**config.mk**
```make
export PLATFORM = sky130hd
export DESIGN_NAME = mem_stage_initiator_flat
export DESIGN_NICKNAME = d
export VERILOG_FILES = /design/src/rtl/mem_stage_initiator_if.sv /design/src/rtl/mem_stage_initiator.sv /design/src/flat_wrapper.sv
export SDC_FILE = /design/constraint.sdc
export NUM_CORES = 1
export LEC_CHECK = 0
export BUFFER_PORTS_ARGS = -buffer_cell sky130_fd_sc_hd__buf_2
export CAP_MARGIN = 20
export CORE_AREA = 2 2 178 180
export DETAILED_ROUTE_END_ITERATION = 10
export DIE_AREA = 0 0 180 182
export HOLD_SLACK_MARGIN = 0.12
export PLACE_DENSITY = 0.5
export SETUP_SLACK_MARGIN = 0.5
export SYNTH_ARGS = -nofsm -noshare
export SYNTH_HDL_FRONTEND = slang
export SYNTH_SLANG_ARGS = --single-unit
```
**constraint.sdc**
```tcl
create_clock -name clock -period 3.9 [get_ports clock]
set_input_delay 1.17 -clock clock [delete_from_list [all_inputs] [get_ports clock]]
set_output_delay 1.17 -clock clock [all_outputs]
set_load 0.01 [all_outputs]
```
**src/rtl/mem_stage_initiator_if.sv**
```systemverilog
// Data-memory request/response bus between the memory stage and data memory.
// Requests use valid/ready; read data returns on a valid-only channel.
interface mem_stage_initiator_if;
  logic        mem_req_valid;
  logic        mem_req_ready;
  logic        mem_req_we;
  logic [63:0] mem_req_addr;
  logic [63:0] mem_req_wdata;
  logic        mem_rsp_valid;
  logic [63:0] mem_rsp_rdata;

  modport master (
    output mem_req_valid,
    output mem_req_we,
    output mem_req_addr,
    output mem_req_wdata,
    input  mem_req_ready,
    input  mem_rsp_valid,
    input  mem_rsp_rdata
  );

  modport slave (
    input  mem_req_valid,
    input  mem_req_we,
    input  mem_req_addr,
    input  mem_req_wdata,
    output mem_req_ready,
    output mem_rsp_valid,
    output mem_rsp_rdata
  );
endinterface

```
**src/rtl/mem_stage_initiator.sv**
```systemverilog
// Y86 memory-stage initiator: issues at most one data-memory access per
// instruction and returns valM to write-back with a one-cycle pulse.
module mem_stage_initiator #(
  parameter int MEM_WORDS      = 128,
  parameter int TIMEOUT_CYCLES = 15
) (
  input  logic        clock,
  input  logic        reset,
  input  logic        in_valid,
  output logic        in_ready,
  input  logic [3:0]  icode,
  input  logic [63:0] valA,
  input  logic [63:0] valE,
  input  logic [63:0] valP,
  mem_stage_initiator_if.master mem,
  output logic        out_valid,
  output logic [63:0] valM,
  output logic        dmem_error
);

  typedef enum logic [1:0] {
    IDLE,
    REQ,
    WAIT,
    DONE
  } state_e;

  localparam int CW =
    (TIMEOUT_CYCLES > 1) ? $clog2(TIMEOUT_CYCLES) : 1;
  localparam logic [CW-1:0] CNT_LAST = CW'(TIMEOUT_CYCLES - 1);
  localparam logic [63:0] ADDR_LIMIT = 64'(MEM_WORDS);

  state_e        state_q;
  logic          in_ready_q;
  logic          req_valid_q;
  logic          req_we_q;
  logic [63:0]   req_addr_q;
  logic [63:0]   req_wdata_q;
  logic          out_valid_q;
  logic [63:0]   valM_q;
  logic          err_q;
  logic [CW-1:0] cnt_q;

  logic          acc_d;
  logic          we_d;
  logic [63:0]   addr_d;
  logic [63:0]   wdata_d;

  always_comb begin
    acc_d   = 1'b0;
    we_d    = 1'b0;
    addr_d  = '0;
    wdata_d = '0;
    unique case (1'b1)
      (icode == 4'h4) || (icode == 4'hA): begin
        acc_d   = 1'b1;
        we_d    = 1'b1;
        addr_d  = valE;
        wdata_d = valA;
      end
      (icode == 4'h8): begin
        acc_d   = 1'b1;
        we_d    = 1'b1;
        addr_d  = valE;
        wdata_d = valP;
      end
      (icode == 4'h5): begin
        acc_d  = 1'b1;
        addr_d = valE;
      end
      (icode == 4'h9) || (icode == 4'hB): begin
        acc_d  = 1'b1;
        addr_d = valA;
      end
      default: ;
    endcase
  end

  always_ff @(posedge clock) begin
    if (reset) begin
      state_q     <= IDLE;
      in_ready_q  <= 1'b1;
      req_valid_q <= 1'b0;
      req_we_q    <= 1'b0;
      req_addr_q  <= '0;
      req_wdata_q <= '0;
      out_valid_q <= 1'b0;
      valM_q      <= '0;
      err_q       <= 1'b0;
      cnt_q       <= '0;
    end else begin
      out_valid_q <= 1'b0;
      unique case (state_q)
        IDLE: begin
          if (in_valid && in_ready_q) begin
            in_ready_q <= 1'b0;
            valM_q     <= '0;
            err_q      <= 1'b0;
            if (!acc_d) begin
              state_q     <= DONE;
              out_valid_q <= 1'b1;
            end else if (addr_d >= ADDR_LIMIT) begin
              state_q     <= DONE;
              out_valid_q <= 1'b1;
              err_q       <= 1'b1;
            end else begin
              state_q     <= REQ;
              req_valid_q <= 1'b1;
              req_we_q    <= we_d;
              req_addr_q  <= addr_d;
              req_wdata_q <= wdata_d;
            end
          end
        end
        REQ: begin
          // writes retire at the handshake; there is no write ack
          if (mem.mem_req_ready) begin
            req_valid_q <= 1'b0;
            if (req_we_q) begin
              state_q     <= DONE;
              out_valid_q <= 1'b1;
            end else begin
              state_q <= WAIT;
              cnt_q   <= '0;
            end
          end
        end
        WAIT: begin
          if (mem.mem_rsp_valid) begin
            valM_q      <= mem.mem_rsp_rdata;
            state_q     <= DONE;
            out_valid_q <= 1'b1;
          end else if (cnt_q == CNT_LAST) begin
            valM_q      <= '0;
            err_q       <= 1'b1;
            state_q     <= DONE;
            out_valid_q <= 1'b1;
          end else begin
            cnt_q <= cnt_q + 1'b1;
          end
        end
        DONE: begin
          state_q    <= IDLE;
          in_ready_q <= 1'b1;
        end
        default: state_q <= IDLE;
      endcase
    end
  end

  assign in_ready          = in_ready_q;
  assign mem.mem_req_valid = req_valid_q;
  assign mem.mem_req_we    = req_we_q;
  assign mem.mem_req_addr  = req_addr_q;
  assign mem.mem_req_wdata = req_wdata_q;
  assign out_valid         = out_valid_q;
  assign valM              = valM_q;
  assign dmem_error        = err_q;

endmodule

```
**src/flat_wrapper.sv**
```systemverilog
// flat-port wrapper written by rule: the top's interface ports become plain ports
module mem_stage_initiator_flat 
#(
  parameter int MEM_WORDS      = 128,
  parameter int TIMEOUT_CYCLES = 15
)
  (clock, reset, in_valid, in_ready, icode, valA, valE, valP, out_valid, valM, dmem_error, mem_mem_req_valid, mem_mem_req_we, mem_mem_req_addr, mem_mem_req_wdata, mem_mem_req_ready, mem_mem_rsp_valid, mem_mem_rsp_rdata);
  mem_stage_initiator_if mem_i ();
  input  logic clock;
  input  logic reset;
  input  logic in_valid;
  output logic in_ready;
  input  logic [3:0] icode;
  input  logic [63:0] valA;
  input  logic [63:0] valE;
  input  logic [63:0] valP;
  output logic out_valid;
  output logic [63:0] valM;
  output logic dmem_error;
  output wire logic [$bits(mem_i.mem_req_valid)-1:0] mem_mem_req_valid;
  output wire logic [$bits(mem_i.mem_req_we)-1:0] mem_mem_req_we;
  output wire logic [$bits(mem_i.mem_req_addr)-1:0] mem_mem_req_addr;
  output wire logic [$bits(mem_i.mem_req_wdata)-1:0] mem_mem_req_wdata;
  input wire logic [$bits(mem_i.mem_req_ready)-1:0] mem_mem_req_ready;
  input wire logic [$bits(mem_i.mem_rsp_valid)-1:0] mem_mem_rsp_valid;
  input wire logic [$bits(mem_i.mem_rsp_rdata)-1:0] mem_mem_rsp_rdata;
  assign mem_mem_req_valid = mem_i.mem_req_valid;
  assign mem_mem_req_we = mem_i.mem_req_we;
  assign mem_mem_req_addr = mem_i.mem_req_addr;
  assign mem_mem_req_wdata = mem_i.mem_req_wdata;
  assign mem_i.mem_req_ready = mem_mem_req_ready;
  assign mem_i.mem_rsp_valid = mem_mem_rsp_valid;
  assign mem_i.mem_rsp_rdata = mem_mem_rsp_rdata;
  mem_stage_initiator #(.MEM_WORDS(MEM_WORDS), .TIMEOUT_CYCLES(TIMEOUT_CYCLES)) u_core (.clock(clock), .reset(reset), .in_valid(in_valid), .in_ready(in_ready), .icode(icode), .valA(valA), .valE(valE), .valP(valP), .mem(mem_i), .out_valid(out_valid), .valM(valM), .dmem_error(dmem_error));
endmodule
```
==> impl_results.md <==
- Final HPWL DP: 21600 µm
- Hold_buf cts: 0
- Global-route wire length before repair: around 43000 µm
- Async set or reset register ratio after synthesis: 0%
- DRT Pass-1 Iters: 4
- Via/cell ratio: 4.62
- Worst-path maximum fanout: 13
- Clk Latency, worst-skew pair: a little over 500 ps
- Reg2Reg Launch Point: u_core.state_q[0]
- FMAX: 0.320 GHz
- Area delta synth->final: 43.7%
- Die Ht: 182 µm
- Crit path DAT: 3510 ps
- CTS Sinks: 203
- CP Cell Sequence: buf_2 -> nor4_1 -> nand3_1 -> nor4_2 -> buf_4 -> a32o_4 -> buf_4 -> mux2i_1 -> nor2_1
- Post-Route Setup TNS: 0 ps
- Design area: around 0.012 mm²
- Final Hold Fails: 0
- CP Class: in -> reg
- Inst Count DP: 1676
- Final worst-path cycle share: 80.2%
- Total gr overflow: 0
- Status: finished, final reports clean
- Final ANT Viol Nets: 0
- Leading cell types by count after synthesis: dfxtp_1, nor2_1, a21oi_1, nand2_1, mux2i_1
- Initial Util: between 20% and 30%
- Layout cells sized above 1: 40.4%
- H-tree Lvls: 1
- Cell area power density: 487 mW/mm²
- Relative slew slack: 47.6%
- Reg-to-Reg End: u_core.valM[53]
- Worst path depth: 9
- Largest net degree at the start of global routing: 96
- CP most frequent cell: buf_4
- CTS tree: built
- # setup viols final: 0
- Pre-CTS setup slack: between 150 and 200 ps
- EDFF count, synth: 0
- Hold crit path type: reg -> reg
- Post-Syn Instances: 856
- Critical Path Sink: u_core.mem.mem_req_wdata[32]
- Top-count cell post-synth: dfxtp_1
- Syn_nets: roughly 1100
- Final GP Congestion: roughly 0.83
- IO Count: 462
- Register Area: 0.00406 mm²
- Fin nets: between 1500 and 2000
- Multi-input logic area: about 0.0036 mm²
- Req. time, crit path: 4280 ps
- Port bufs: 461
- Worst reg2reg path depth: 8
- CP endpoint kind: flop
- Vias: 7943
- RSZ-0062 raised after global routing: no
- Initial antenna violation count: 1
- Pwr Total: 5640 µW
- Die ar.: 0.0328 mm²
- Routed len/inst: between 15 and 20 µm
- Die Wd: 180 µm
- Tmin final: 3130 ps
- Maximum vdd drop: 0.337 mV
- Clock skew: ~8.4 ps
- CTS max path bufs: 3
- Leading area contributor after synthesis: dfxtp_1
- Setup ws final: 774 ps
- WL final: 28100 µm
- Root buffer cell: clkbuf_16
- R2r setup slk: 1410 ps
- #FFs+latches synth: 203
- Yosys top cell area share: 50.4%
- Placed inst area: 0.0107 mm²
- Syn. warnings: 0
- Sequential fraction of the synthesis area: 50.4%
- Crit path max-delay family: simple AND/OR/NAND/NOR gates
- Leakage: 0.00530 µW
- Worst path max stage delay: 610 ps
- Startpoint class of the critical path: input pin
- Crit-path slowest cell: nor4_1
- DR DRC count: 0
- Synth Area per Inst: roughly 9.4 µm²
- Initial detailed-routing violation count: 247
- GRT Total Usage: 16.3%
- Main synth FF type: dfxtp_1
- Worst path bufs/invs: 3
- Core area: between 0.03 and 0.04 mm²
- Post-route insts no fill: 1721
- Synth top area cells: dfxtp_1, mux2i_1, a22o_1
- Vias in the first global route: 7934
- Final max-slew violation count: 0
- Fill count: around 3200
- Worst slew pin tran: between 700 and 800 ps
- Critical Path Start: valA[9]
- Post-CTS sizing: 0
- Max cap viols: 0
- Mapped Area: 0.00806 mm²
- Post-CTS setup buffer count: 0
- # rows: 65
- Clock slew at reported path FFs: about 60 ps
- TritonCTS Buffers: 24
- Cell variety after synth: 34
kinds of logic after synthesis:
logic type / share of synthesized area (%)
adder cells (fa/ha/maj): 1.09
multiplexers: 8.94
buffers and inverters: 5.21
AO/OA/AOI/OAI: 13.9
flip-flops: 50.4
AND/OR/NAND/NOR: 20.5
sequential cells by signal (all words and copies together) (netlist names):
| name | flops |
|---|---|
| u_core.out_valid | 1 |
| u_core.state_q | 2 |
| u_core.valM | 64 |
| u_core.dmem_error | 1 |
| u_core.mem.mem_req_addr | 64 |
| u_core.mem.mem_req_wdata | 64 |
| u_core.mem.mem_req_we | 1 |
| u_core.in_ready | 1 |
| u_core.cnt_q | 4 |
| u_core.mem.mem_req_valid | 1 |
worst min path at each step:
stage / cells past startpoint / start / to / slack (ps)
floorplan: 2 / u_core.valM[0] / u_core.valM[0] / 480
global placement: 2 / u_core.valM[22] / u_core.valM[22] / 440
detailed placement: 1 / u_core.mem.mem_req_addr[35] / u_core.mem.mem_req_addr[35] / 440
CTS: 2 / u_core.valM[32] / u_core.valM[32] / 450
global route: 2 / u_core.valM[57] / u_core.valM[57] / 460
finish: 2 / u_core.valM[43] / u_core.valM[43] / 440
cell type report:
type	instances	share of cell area, %
clock buffer	35	6.16
timing repair buffer	484	21.9
sequential	203	35.1
tap	402	4.34
inverter	5	0.162
multi-input combinational	582	31.2
clock inverter	9	1.20
antenna	1	0.0216
layer usage:
metal | share of wire (%) | global-route usage [%] | vias to the layer above
met3 | 7.2 | 4.05 | 54
met2 | 48 | 29.0 | 345
li1 | - | - | 3921
met1 | 41 | 18.8 | 3623
met4 | 3.7 | 6.05 | 0
met5 | 0 | 0 | -
worst register-to-register path: stages, from the launching register on:
cell     delay (ps)
dfxtp_1         320
inv_1           140
ha_1            420
nor2_1           90
a21oi_1         280
and2_2          520
buf_4           360
nand3_1         140
a21oi_1         150
layout by cell type (no fill, tap or decap), drive strengths merged, types with 7 or more instances in the layout:
| master | Yosys | routed |
|---|---|---|
| nand4 | 7 | 7 |
| nor4 | 30 | 30 |
| dfxtp | 203 | 203 |
| a21oi | 73 | 73 |
| ha | 7 | 7 |
| buf | 23 | 484 |
| and2 | 60 | 60 |
| a22o | 71 | 71 |
| nor3 | 10 | 10 |
| mux2i | 72 | 72 |
| clkbuf | 43 | 35 |
| nand3 | 69 | 69 |
| nor2 | 84 | 84 |
| nand2 | 73 | 73 |
where the power goes:
group / internal (µW) / switching, µW / leakage [µW]
logic: 350 / 722 / 0.00325
registers: 2150 / 43.9 / 0.00164
clock network: 1470 / 896 / 0.000420
total: 3970 / 1660 / 0.00530
stage by stage:
step	util, %	hold slack [ps]
2_1_floorplan	-	476
3_3_place_gp	34.6	435
4_1_cts	37.4	450
3_5_place_dp	34.6	438
6_report	37.4	445
5_1_grt	37.4	458
No activity file was read; power rests on OpenSTA's default activity.
